[config.mk]
export PLATFORM = sky130hd
export DESIGN_NAME = mlaccel_qpi
export DESIGN_NICKNAME = d
export VERILOG_FILES = /design/src/rtl/mlaccel_qpi_pkg.sv /design/src/rtl/mlaccel_qpi_sync.sv /design/src/rtl/mlaccel_qpi.sv
export SDC_FILE = /design/constraint.sdc
export NUM_CORES = 1
export LEC_CHECK = 0
export ABC_CLOCK_PERIOD_IN_PS = 3300
export CAP_MARGIN = 20
export CORE_AREA = 2 2 102 114
export DETAILED_ROUTE_END_ITERATION = 16
export DIE_AREA = 0 0 104 116
export PLACE_DENSITY = 0.75
export SKIP_LAST_GASP = 1
export SLEW_MARGIN = 40
export SYNTH_ARGS = -nofsm -noshare
export SYNTH_HDL_FRONTEND = slang
export SYNTH_SLANG_ARGS = --single-unit
[constraint.sdc]
create_clock -name clock -period 3.3 [get_ports clock]
set_input_delay 0.33 -clock clock [delete_from_list [all_inputs] [get_ports clock]]
set_output_delay 0.33 -clock clock [all_outputs]
set_load 0.05 [all_outputs]
[src/rtl/mlaccel_qpi_pkg.sv]
// -----------------------------------------------------------------------------
// mlaccel_qpi_pkg
// Shared definitions for the QPI slave bridge: command opcodes, the transfer
// state machine encoding and the 16-bit bus address type.
// Optional feature macro (used by mlaccel_qpi): MLACCEL_QPI_ERR_EN
// -----------------------------------------------------------------------------
package mlaccel_qpi_pkg;

    localparam logic [7:0] CMD_WRITE = 8'h21;
    localparam logic [7:0] CMD_READ  = 8'h22;

    typedef enum logic [2:0] {
        IDLE,
        CMD,
        ADDR_HI,
        ADDR_LO,
        WDATA,
        RDUMMY,
        RDATA,
        IGNORE
    } state_t;

    typedef logic [15:0] addr_t;

endpackage

[src/rtl/mlaccel_qpi_sync.sv]
// -----------------------------------------------------------------------------
// mlaccel_qpi_sync
// Brings the asynchronous QPI pad signals into the system clock domain and
// detects edges on the synchronized chip select and serial clock.
//
// Ports:
//   clock, reset        system clock, asynchronous active-high reset
//   csb_i, clk_i, di_i  raw pad inputs
//   csb_sync            synchronized chip select level
//   csb_fall/csb_rise   one-cycle pulses on synchronized csb edges
//   clk_rise/clk_fall   one-cycle pulses on synchronized serial clock edges
//   di_sync             data nibble, delayed identically to clk so it is
//                       aligned with clk_rise
// -----------------------------------------------------------------------------
module mlaccel_qpi_sync #(
    parameter int SYNC_STAGES = 2
) (
    input  logic       clock,
    input  logic       reset,
    input  logic       csb_i,
    input  logic       clk_i,
    input  logic [3:0] di_i,
    output logic       csb_sync,
    output logic       csb_fall,
    output logic       csb_rise,
    output logic       clk_rise,
    output logic       clk_fall,
    output logic [3:0] di_sync
);

    // Each stage carries {csb, clk, di[3:0]} so all three see equal latency.
    localparam logic [5:0] STAGE_RST = 6'b11_0000;

    logic [5:0] stage_q [SYNC_STAGES];
    logic       csb_prev_q;
    logic       clk_prev_q;
    logic       clk_sync;

    always_ff @(posedge clock or posedge reset) begin
        if (reset) begin
            for (int i = 0; i < SYNC_STAGES; i++) begin
                stage_q[i] <= STAGE_RST;
            end
            csb_prev_q <= 1'b1;
            clk_prev_q <= 1'b1;
        end else begin
            stage_q[0] <= {csb_i, clk_i, di_i};
            for (int i = 1; i < SYNC_STAGES; i++) begin
                stage_q[i] <= stage_q[i-1];
            end
            csb_prev_q <= csb_sync;
            clk_prev_q <= clk_sync;
        end
    end

    assign csb_sync = stage_q[SYNC_STAGES-1][5];
    assign clk_sync = stage_q[SYNC_STAGES-1][4];
    assign di_sync  = stage_q[SYNC_STAGES-1][3:0];

    assign csb_fall = csb_prev_q & ~csb_sync;
    assign csb_rise = ~csb_prev_q & csb_sync;
    assign clk_rise = ~clk_prev_q & clk_sync;
    assign clk_fall = clk_prev_q & ~clk_sync;

endmodule

[src/rtl/mlaccel_qpi.sv]
// -----------------------------------------------------------------------------
// mlaccel_qpi
// Quad-SPI (4-bit) slave that converts host transactions into a simple
// byte-wide memory bus. Command 0x21 writes bytes from a 16-bit address,
// command 0x22 reads with one dummy byte; addresses auto-increment and wrap.
//
// Ports:
//   clock, reset         system clock, asynchronous active-high reset
//   qpi_csb/clk/di       host chip select (low active), serial clock, data in
//   qpi_do, qpi_oe       pad output nibble and its output enable
//   qpi_rdy              idle and chip select deasserted
//   qpi_err              protocol error flag (sticky until next csb fall)
//   wr_en/addr/data      one-cycle write strobe with address and byte
//   rd_en/addr, rd_data  one-cycle read strobe; rd_data valid next cycle
//
// Optional feature macro: MLACCEL_QPI_ERR_EN enables protocol error
// detection; without it qpi_err is tied low.
// -----------------------------------------------------------------------------
module mlaccel_qpi
    import mlaccel_qpi_pkg::*;
#(
    parameter int SYNC_STAGES = 2
) (
    input  logic        clock,
    input  logic        reset,
    input  logic        qpi_csb,
    input  logic        qpi_clk,
    input  logic [3:0]  qpi_di,
    output logic [3:0]  qpi_do,
    output logic        qpi_oe,
    output logic        qpi_rdy,
    output logic        qpi_err,
    output logic        wr_en,
    output logic [15:0] wr_addr,
    output logic [7:0]  wr_data,
    output logic        rd_en,
    output logic [15:0] rd_addr,
    input  logic [7:0]  rd_data
);

    logic       csb_sync;
    logic       csb_fall;
    logic       csb_rise;
    logic       clk_rise;
    logic       clk_fall;
    logic [3:0] di_sync;

    mlaccel_qpi_sync #(
        .SYNC_STAGES (SYNC_STAGES)
    ) u_sync (
        .clock    (clock),
        .reset    (reset),
        .csb_i    (qpi_csb),
        .clk_i    (qpi_clk),
        .di_i     (qpi_di),
        .csb_sync (csb_sync),
        .csb_fall (csb_fall),
        .csb_rise (csb_rise),
        .clk_rise (clk_rise),
        .clk_fall (clk_fall),
        .di_sync  (di_sync)
    );

    state_t     state_q;
    logic       nib_q;      // 1 once the high nibble of a byte is held
    logic       phase_q;    // 1 once the high nibble of an outgoing byte is driven
    logic [3:0] hi_q;
    logic [7:0] cmd_q;
    addr_t      addr_q;
    logic [7:0] tx_q;
    logic [7:0] pre_q;      // prefetched read byte
    logic       pend_q;     // rd_data is valid this cycle
    logic [3:0] do_q;
    logic       oe_q;
    logic       rdy_q;
    logic       wr_en_q;
    addr_t      wr_addr_q;
    logic [7:0] wr_data_q;
    logic       rd_en_q;
    addr_t      rd_addr_q;
    logic [7:0] byte_d;

    assign byte_d = {hi_q, di_sync};

    always_ff @(posedge clock or posedge reset) begin
        if (reset) begin
            state_q   <= IDLE;
            nib_q     <= 1'b0;
            phase_q   <= 1'b0;
            hi_q      <= 4'h0;
            cmd_q     <= 8'h00;
            addr_q    <= 16'h0000;
            tx_q      <= 8'h00;
            pre_q     <= 8'h00;
            pend_q    <= 1'b0;
            do_q      <= 4'h0;
            oe_q      <= 1'b0;
            rdy_q     <= 1'b0;
            wr_en_q   <= 1'b0;
            wr_addr_q <= 16'h0000;
            wr_data_q <= 8'h00;
            rd_en_q   <= 1'b0;
            rd_addr_q <= 16'h0000;
        end else begin
            wr_en_q <= 1'b0;
            rd_en_q <= 1'b0;
            pend_q  <= rd_en_q;
            if (pend_q) begin
                pre_q <= rd_data;
            end
            rdy_q <= (state_q == IDLE) && csb_sync;

            if (csb_rise) begin
                // Abort whatever is in flight: partial bytes and any
                // outstanding prefetch are simply dropped.
                state_q <= IDLE;
                nib_q   <= 1'b0;
                phase_q <= 1'b0;
                pend_q  <= 1'b0;
                oe_q    <= 1'b0;
                do_q    <= 4'h0;
            end else if (csb_fall) begin
                state_q <= CMD;
                nib_q   <= 1'b0;
                phase_q <= 1'b0;
                pend_q  <= 1'b0;
                oe_q    <= 1'b0;
                do_q    <= 4'h0;
            end else if (state_q != IDLE) begin
                if (clk_rise) begin
                    nib_q <= ~nib_q;
                    if (!nib_q) begin
                        hi_q <= di_sync;
                    end else begin
                        case (state_q)
                            CMD: begin
                                cmd_q   <= byte_d;
                                state_q <= (byte_d == CMD_WRITE || byte_d == CMD_READ)
                                           ? ADDR_HI : IGNORE;
                            end
                            ADDR_HI: begin
                                addr_q[15:8] <= byte_d;
                                state_q      <= ADDR_LO;
                            end
                            ADDR_LO: begin
                                addr_q[7:0] <= byte_d;
                                if (cmd_q == CMD_READ) begin
                                    // Prefetch the first byte during the dummy cycle.
                                    rd_en_q   <= 1'b1;
                                    rd_addr_q <= {addr_q[15:8], byte_d};
                                    phase_q   <= 1'b0;
                                    state_q   <= RDUMMY;
                                end else begin
                                    state_q <= WDATA;
                                end
                            end
                            WDATA: begin
                                wr_en_q   <= 1'b1;
                                wr_addr_q <= addr_q;
                                wr_data_q <= byte_d;
                                addr_q    <= addr_q + 16'd1;
                            end
                            default: ;
                        endcase
                    end
                end

                if (clk_fall) begin
                    case (state_q)
                        RDUMMY: begin
                            oe_q    <= 1'b1;
                            do_q    <= 4'h0;
                            phase_q <= ~phase_q;
                            if (phase_q) begin
                                state_q <= RDATA;
                            end
                        end
                        RDATA: begin
                            phase_q <= ~phase_q;
                            if (!phase_q) begin
                                // Start of a byte: ship the prefetched value and
                                // immediately fetch the following address.
                                tx_q      <= pre_q;
                                do_q      <= pre_q[7:4];
                                rd_en_q   <= 1'b1;
                                rd_addr_q <= addr_q + 16'd1;
                                addr_q    <= addr_q + 16'd1;
                            end else begin
                                do_q <= tx_q[3:0];
                            end
                        end
                        default: ;
                    endcase
                end
            end
        end
    end

`ifdef MLACCEL_QPI_ERR_EN
    logic err_q;

    always_ff @(posedge clock or posedge reset) begin
        if (reset) begin
            err_q <= 1'b0;
        end else if (csb_fall) begin
            err_q <= 1'b0;
        end else if (csb_rise) begin
            if (state_q != IDLE && nib_q) begin
                err_q <= 1'b1;
            end
        end else if (state_q == CMD && clk_rise && nib_q &&
                     byte_d != CMD_WRITE && byte_d != CMD_READ) begin
            err_q <= 1'b1;
        end
    end

    assign qpi_err = err_q;
`else
    assign qpi_err = 1'b0;
`endif

    assign qpi_do  = do_q;
    assign qpi_oe  = oe_q;
    assign qpi_rdy = rdy_q;
    assign wr_en   = wr_en_q;
    assign wr_addr = wr_addr_q;
    assign wr_data = wr_data_q;
    assign rd_en   = rd_en_q;
    assign rd_addr = rd_addr_q;

endmodule

==> summary.md, run 1 <==
| Metric | Value |
|---|---|
| Outcome | complete, no violations |
| WL final | 12850 µm |
| Synth cell types | 80 |
| Synth Area in Adders | 0.006995 |
| Slew at the pin closest to its max-slew limit | 0.8225 ns |
| Post-layout util | 0.5862 |
| Fmax | 393.7 MHz |
| Clock sinks | 108 |
| Critical R2R Capture | rd_addr[5]$_DFFE_PP0P_ |
| Critical path class | register to register |
| Clk pin slew, worst setup/hold paths | 0.07 ns |
| Synth Area in Simple Gates | 0.1359 |
| Htree depth | 3 |
| Layout cells sized above 1 | 0.1786 |
| Period utilization | 0.7697 |
| Worst-skew pair later-pin latency | 0.35 ns |
| # rows | 40 |
| Yosys top cell by area | dfrtp_1 |
| First-pass GRT wire length | 21540 µm |
| CP endpoint kind | register |
| All-Layer GR Usage | 0.2292 |
| Async S/R FF share, synth | 1.000 |
| Layout net count | 529 |
| Initial core utilization | 0.4964 |
| Synthesized area | 0.005366 mm² |
| Post-synth top area share | 0.4756 |
| ANT nets after route | 0 |
| Vias post-DR | 4012 |
| Area grow syn2layout | 18.09% |
| Drt wl/cell | 19.41 µm |
| Peak VDD IR | 263.1 µV |
| Worst hold path class | register to register |
| Power per Cell Area | 432.9 mW/mm² |
| Leak | 2.704 nW |
| Final instance area | 0.006337 mm² |
| Hold Path End | u_sync.di_sync[3]$_DFF_PP0_ |
| Fin cells | 662 |
| Synthesis-stage register bit count | 108 |
| Syn avg cell area | 11.57 µm² |
| Shortest period the worst path allows | 2.540 ns |
| Post-synth top flop | dfrtp_1 |
| CP Max Fanout | 20 |
| Core box area | 0.01081 mm² |
| Cell area after placement | 0.006037 mm² |
| Max stage delay cell, worst path | dfrtp_1 |
| Largest net degree at the start of global routing | 64 |
| Vias in the first global route | 4090 |
| Compound-Gate Fraction of Synth Area | 0.1735 |
| Rel. slew slack | 0.4503 |
| Setup TNS Final | 0 ns |
| Diode count | 0 |
| Largest family of logic cells by synthesized area | compound AO/OA/AOI/OAI gates |
| Clk root buf | clkbuf_16 |
| GR Overflow Total | 0 |
| Reg2reg setup slack | 0.76 ns |
| Worst r2r src | state_q[1]$_DFFE_PP0P_ |
| CTS tree | built |
| HPWL Detailed | 8794 µm |
| Reg2Reg Depth | 4 |
| Ports | 65 |
| CP arrival | 2.81 ns |
| Yosys warns | 0 |
| Die height | 116 µm |
| DR iter-0 viols | 355 |
| Chip Width | 104 µm |
| CP cell instances | nor3b_1 -> nand2_1 -> a21oi_4 -> a2bb2oi_1 |
| Vias/cell | 6.060 |
| Drt pass-1 iters | 5 |
| Hold path startpoint | u_sync.stage_q[9]$_DFF_PP0_ |
| Multiplexer share of the synthesized area | 0.1163 |
| CTS Buf Count | 9 |
| Port bufs | 63 |
| RSZ-0062 raised after global routing | no |
| Syn Nets | 483 |
| Post-CTS Setup Inserts | 0 |
| # DRC | 0 |
| Largest stage delay, worst path | 0.78 ns |
| Routability-driven placement congestion ratio | 0.8906 |
| Xor and xnor area share after synthesis | 0.01795 |
| Sequential area share after synthesis | 0.5050 |
| Hold Crit Depth | 0 |
| Full die area | 0.01206 mm² |
| Clock tree buffer depth | 2 |
| Setup violators final | 0 |
| Placed insts | 646 |
| Final Skew | 0.007367 ns |
| Post-synth EDFFs | 0 |
| # fillers | 922 |
| Max cap viols | 0 |
| Initial antenna violation count | 0 |
| Critical path startpoint category | register |
| Top cells by area, synth | dfrtp_1 (48%), mux2_2 (6.5%), dfstp_2 (2.9%) |
| Mapped Cells | 464 |
| Final Hold Fails | 0 |
| CTS Hold Bufs | 0 |
| Max-slew violation count | 0 |
| # resized after CTS | 0 |
| WP data required | 3.57 ns |
[per-layer routing]
metal	track usage	vias to the layer above	routed length (µm)
met4	0.1099	0	423
met3	0.03825	35	744
met2	0.3829	171	6331
met5	0	-	0
met1	0.2946	1988	5348
li1	-	1818	-
[critical path, delay by kind of cell (launching register included)]
family | cells | cell delay (ns)
DFF | 1 | 0.78
AOI/OAI and AO/OA | 2 | 0.82
and+or+nand+nor | 2 | 0.85
[cells in the mapped netlist, types with 6 or more instances]
cell type and count:
mux2_2 31, xnor2_1 6, nor3_1 10, buf_2 13, nor2_1 20, dfrtp_1 102
mux2i_1 8, o21ai_0 24, nand3_1 11, mux2_4 10, dfstp_2 6, clkbuf_1 10
o22ai_1 7, nand2_1 27, a2bb2oi_1 14, a21oi_1 21, inv_1 10, a211oi_1 6
[worst max-delay path by stage]
stage | startpoint | slack (ns) | endpoint | cells past startpoint
2_1_floorplan | reset | 0.13 | addr_q[0]$_DFFE_PP0P_ | 1
5_1_grt | state_q[1]$_DFFE_PP0P_ | 0.53 | rd_addr[5]$_DFFE_PP0P_ | 4
3_5_place_dp | state_q[1]$_DFFE_PP0P_ | 0.81 | rd_addr[5]$_DFFE_PP0P_ | 4
3_3_place_gp | u_sync.csb_sync$_DFF_PP1_ | 0.87 | addr_q[15]$_DFFE_PP0P_ | 8
6_report | state_q[1]$_DFFE_PP0P_ | 0.76 | rd_addr[5]$_DFFE_PP0P_ | 4
4_1_cts | u_sync.csb_sync$_DFF_PP1_ | 0.83 | addr_q[15]$_DFFE_PP0P_ | 8
[cell families (layout without fill, tap and decap cells)]
kind of cell | count (synthesis) | after routing
xor gates and xnor gates | 11 | 11
other | 1 | 1
AOI/OAI and AO/OA | 126 | 126
DFF | 108 | 108
buffers and inverters | 43 | 94
muxes | 53 | 53
and+or+nand+nor | 119 | 119
adders and majority gates | 3 | 3
[power by group]
group | total [mW] | internal [mW] | switching, mW
registers | 1.47 | 1.38 | 0.0965
clock network | 1.07 | 0.563 | 0.507
logic | 0.200 | 0.0878 | 0.112
total | 2.74 | 2.03 | 0.716
[state kept, by name, summed over array words and instances, names as in the netlist, 6 cells and up]
| signal | count |
|---|---|
| addr_q | 16 |
| cmd_q | 8 |
| pre_q | 8 |
| u_sync.stage_q | 6 |
| wr_data | 8 |
| wr_addr | 16 |
| rd_addr | 16 |
[placed cells by master, fill, tap and decap left out, types with 4 or more instances in the layout]
cell and instances:
mux2_1 4, and2_1 5, o22a_1 4, nand4_1 5, and3_1 4, dfstp_2 6, o22ai_1 7, a2bb2oi_1 14
xor2_1 5, nor3_4 5, mux2_2 31, o21ai_0 24, nor3_1 10, clkbuf_16 9, nor2_1 20, xnor2_1 6
nand3_1 11, dfrtp_1 102, clkdlybuf4s50_1 63, a211oi_1 6, nand2_1 27, o211ai_1 5, inv_1 9, a21oi_1 21
buf_4 4, o21ai_1 5, mux2_4 10, mux2i_1 8
[stage by stage]
stage	hold slack [ns]	total power, mW	setup slack [ns]
5_1_grt	0.3625	2.848	0.5254
4_1_cts	0.3520	2.762	0.8267
3_3_place_gp	0.3340	1.690	0.8740
6_report	0.3505	2.744	0.7600
2_1_floorplan	0.3312	1.601	0.1343
3_5_place_dp	0.3355	1.699	0.8054
[layout make-up]
cell class	instances	area, µm²	share of cell area
flip-flops and latches	108	2710	0.4276
multi-input cells	313	2422	0.3822
repair buffers	68	680.7	0.1074
clock buffers	11	252.7	0.03988
well taps	147	183.9	0.02902
clock inverters	5	45.04	0.007108
inverters	10	42.54	0.006713
(Power assumes the default switching activity.)
==> inputs of run 2 (changes only) <==
--- a/config.mk
+++ b/config.mk
@@ -5,7 +5,7 @@
 export SDC_FILE = /design/constraint.sdc
 export NUM_CORES = 1
 export LEC_CHECK = 0
-export ABC_CLOCK_PERIOD_IN_PS = 3300
+export ABC_CLOCK_PERIOD_IN_PS = 2100
 export CAP_MARGIN = 20
 export CORE_AREA = 2 2 102 114
 export DETAILED_ROUTE_END_ITERATION = 16
==> constraint.sdc (replaced) <==
create_clock -name clock -period 2.1 [get_ports clock]
set_input_delay 0.21 -clock clock [delete_from_list [all_inputs] [get_ports clock]]
set_output_delay 0.21 -clock clock [all_outputs]
set_load 0.05 [all_outputs]
==> summary.md, run 2 (synthesis gave the netlist of run 1 again) <==
| Metric | Value |
|---|---|
| # DRC | 0 |
| WL final | 13040 µm |
| CTS tree | built |
| Full die area | 0.01206 mm² |
| # fillers | 899 |
| DR iter-0 viols | 215 |
| RSZ-0062 raised after global routing | no |
| Commonest non-fill, non-tap cell in the layout | dfrtp_1 |
| Worst-skew pair later-pin latency | 0.35 ns |
| Rel. slew slack | 0.6233 |
| Shortest period the worst path allows | 2.030 ns |
| Die height | 116 µm |
| CTS Hold Bufs | 0 |
| Port bufs | 63 |
| Fmax | 492.7 MHz |
| Routability-driven placement congestion ratio | 0.9358 |
| WP data required | 2.33 ns |
| Peak VDD IR | 385.9 µV |
| First-pass GRT wire length | 21430 µm |
| Outcome | complete, no violations |
| # rows | 40 |
| Largest stage delay, worst path | 0.56 ns |
| Ports | 65 |
| Period utilization | 0.9665 |
| Max-slew violation count | 0 |
| CP cell instances | inv_1 -> ha_1 -> o31ai_4 -> or3_1 -> mux2_2 |
| Critical path class | register to register |
| Core box area | 0.01081 mm² |
| Critical path startpoint category | register |
| Max stage delay cell, worst path | dfstp_2 |
| CP Max Fanout | 7 |
| Placed insts | 688 |
| Fin cells | 704 |
| Leak | 2.922 nW |
| CTS Buf Count | 9 |
| Largest net degree at the start of global routing | 63 |
| Post-CTS Setup Inserts | 0 |
| ANT nets after route | 0 |
| Cell family with most CP delay | flip-flops |
| All-Layer GR Usage | 0.2254 |
| Power per Cell Area | 653.9 mW/mm² |
| Most frequent cells in the layout | dfrtp_1 (101), clkdlybuf4s50_1 (63), buf_4 (40), mux2_2 (31), nand2_1 (27) |
| Diode count | 0 |
| Vias post-DR | 4127 |
| Drt pass-1 iters | 5 |
| Buf+Inv Stages, Crit Path | 1 |
| Setup TNS Final | 0 ns |
| CP arrival | 2.26 ns |
| Chip Width | 104 µm |
| Clk pin slew, worst setup/hold paths | 0.07 ns |
| Clk root buf | clkbuf_16 |
| Initial antenna violation count | 0 |
| CP endpoint kind | register |
| Vias in the first global route | 4180 |
| Htree depth | 3 |
| Max cap viols | 0 |
| Area grow syn2layout | 25.16% |
| GR Overflow Total | 0 |
| HPWL Detailed | 9324 µm |
| Final Hold Fails | 0 |
| Worst hold path class | input pin to asynchronous set/reset pin |
| Initial core utilization | 0.4964 |
| Setup violators final | 0 |
| Clock tree buffer depth | 2 |
| Clock sinks | 108 |
| Drt wl/cell | 18.53 µm |
| Vias/cell | 5.862 |
| Final Skew | 0.01008 ns |
| Slew at the pin closest to its max-slew limit | 0.5508 ns |
| Layout net count | 571 |
| Layout cells sized above 1 | 0.2424 |
-- run 2: cell types whose count changed in the layout (fill, tap and decap cells not counted), moves of 2 or more --
cell	delta
clkbuf_1	+2
clkinv_4	-2
buf_12	+3
buf_4	+36
buf_6	+2
-- run 2: metrics by stage --
| stage | area (µm²) | worst slack [ns] | util | power (mW) | hold WS (ns) |
|---|---|---|---|---|---|
| 2_1_floorplan | 5370 | 0.09345 | - | 2.516 | 0.2145 |
| 3_3_place_gp | 6391 | 0.1117 | 0.5912 | 2.693 | 0.3344 |
| 3_5_place_dp | 6391 | 0.07083 | 0.5912 | 2.711 | 0.3404 |
| 4_1_cts | 6689 | 0.03626 | 0.6188 | 4.414 | 0.1126 |
| 5_1_grt | 6716 | 0.01415 | 0.6213 | 4.542 | 0.1443 |
| 6_report | 6716 | 0.07037 | 0.6213 | 4.392 | 0.1206 |
-- run 2: final cells by class --
class                   count  area, µm²  area share
inverters                  10      41.29    0.006148
clock buffers              12      246.5     0.03670
well taps                 147      183.9     0.02738
clock inverters             4      51.30    0.007638
multi-input cells         313       2434      0.3623
flip-flops and latches    108       2711      0.4037
repair buffers            110       1049      0.1561
-- run 2: worst paths after layout --
kind                                             start                      endpoint  slack [ns]  depth (start not counted)
min in group clock                             qpi_csb  u_sync.stage_q[11]$_DFF_PP1_        0.26                          1
max reg2reg                  u_sync.csb_sync$_DFF_PP1_           hi_q[2]$_DFFE_PP0P_        0.07                          5
min                                              reset   u_sync.di_sync[0]$_DFF_PP0_        0.12                          2
max                          u_sync.csb_sync$_DFF_PP1_           hi_q[2]$_DFFE_PP0P_        0.07                          5
min reg2reg                u_sync.stage_q[6]$_DFF_PP0_   u_sync.di_sync[0]$_DFF_PP0_        0.35                          0
max in group asynchronous                        reset       rd_addr[11]$_DFFE_PP0P_        1.26                          3
-- run 2: power breakdown --
group	total [mW]	switching (mW)	internal, mW	leakage [nW]
clock network	1.70	0.743	0.959	0.143
logic	0.400	0.222	0.178	1.33
registers	2.29	0.125	2.17	1.45
total	4.39	1.09	3.30	2.92
-- run 2: what timing repair did --
action | CTS | global route
gates resized for setup | 0 | 8
endpoints found under the setup margin | 0 | 24
endpoints found under the hold margin | 0 | 0
-- run 2: per-layer routing --
layer  GRT usage  vias up  part of all wire
li1            -     1902                 -
met1      0.2870     2059              0.42
met2      0.3873      140              0.50
met3     0.02925       26             0.051
met4      0.1063        0             0.027
met5           0        -                 0
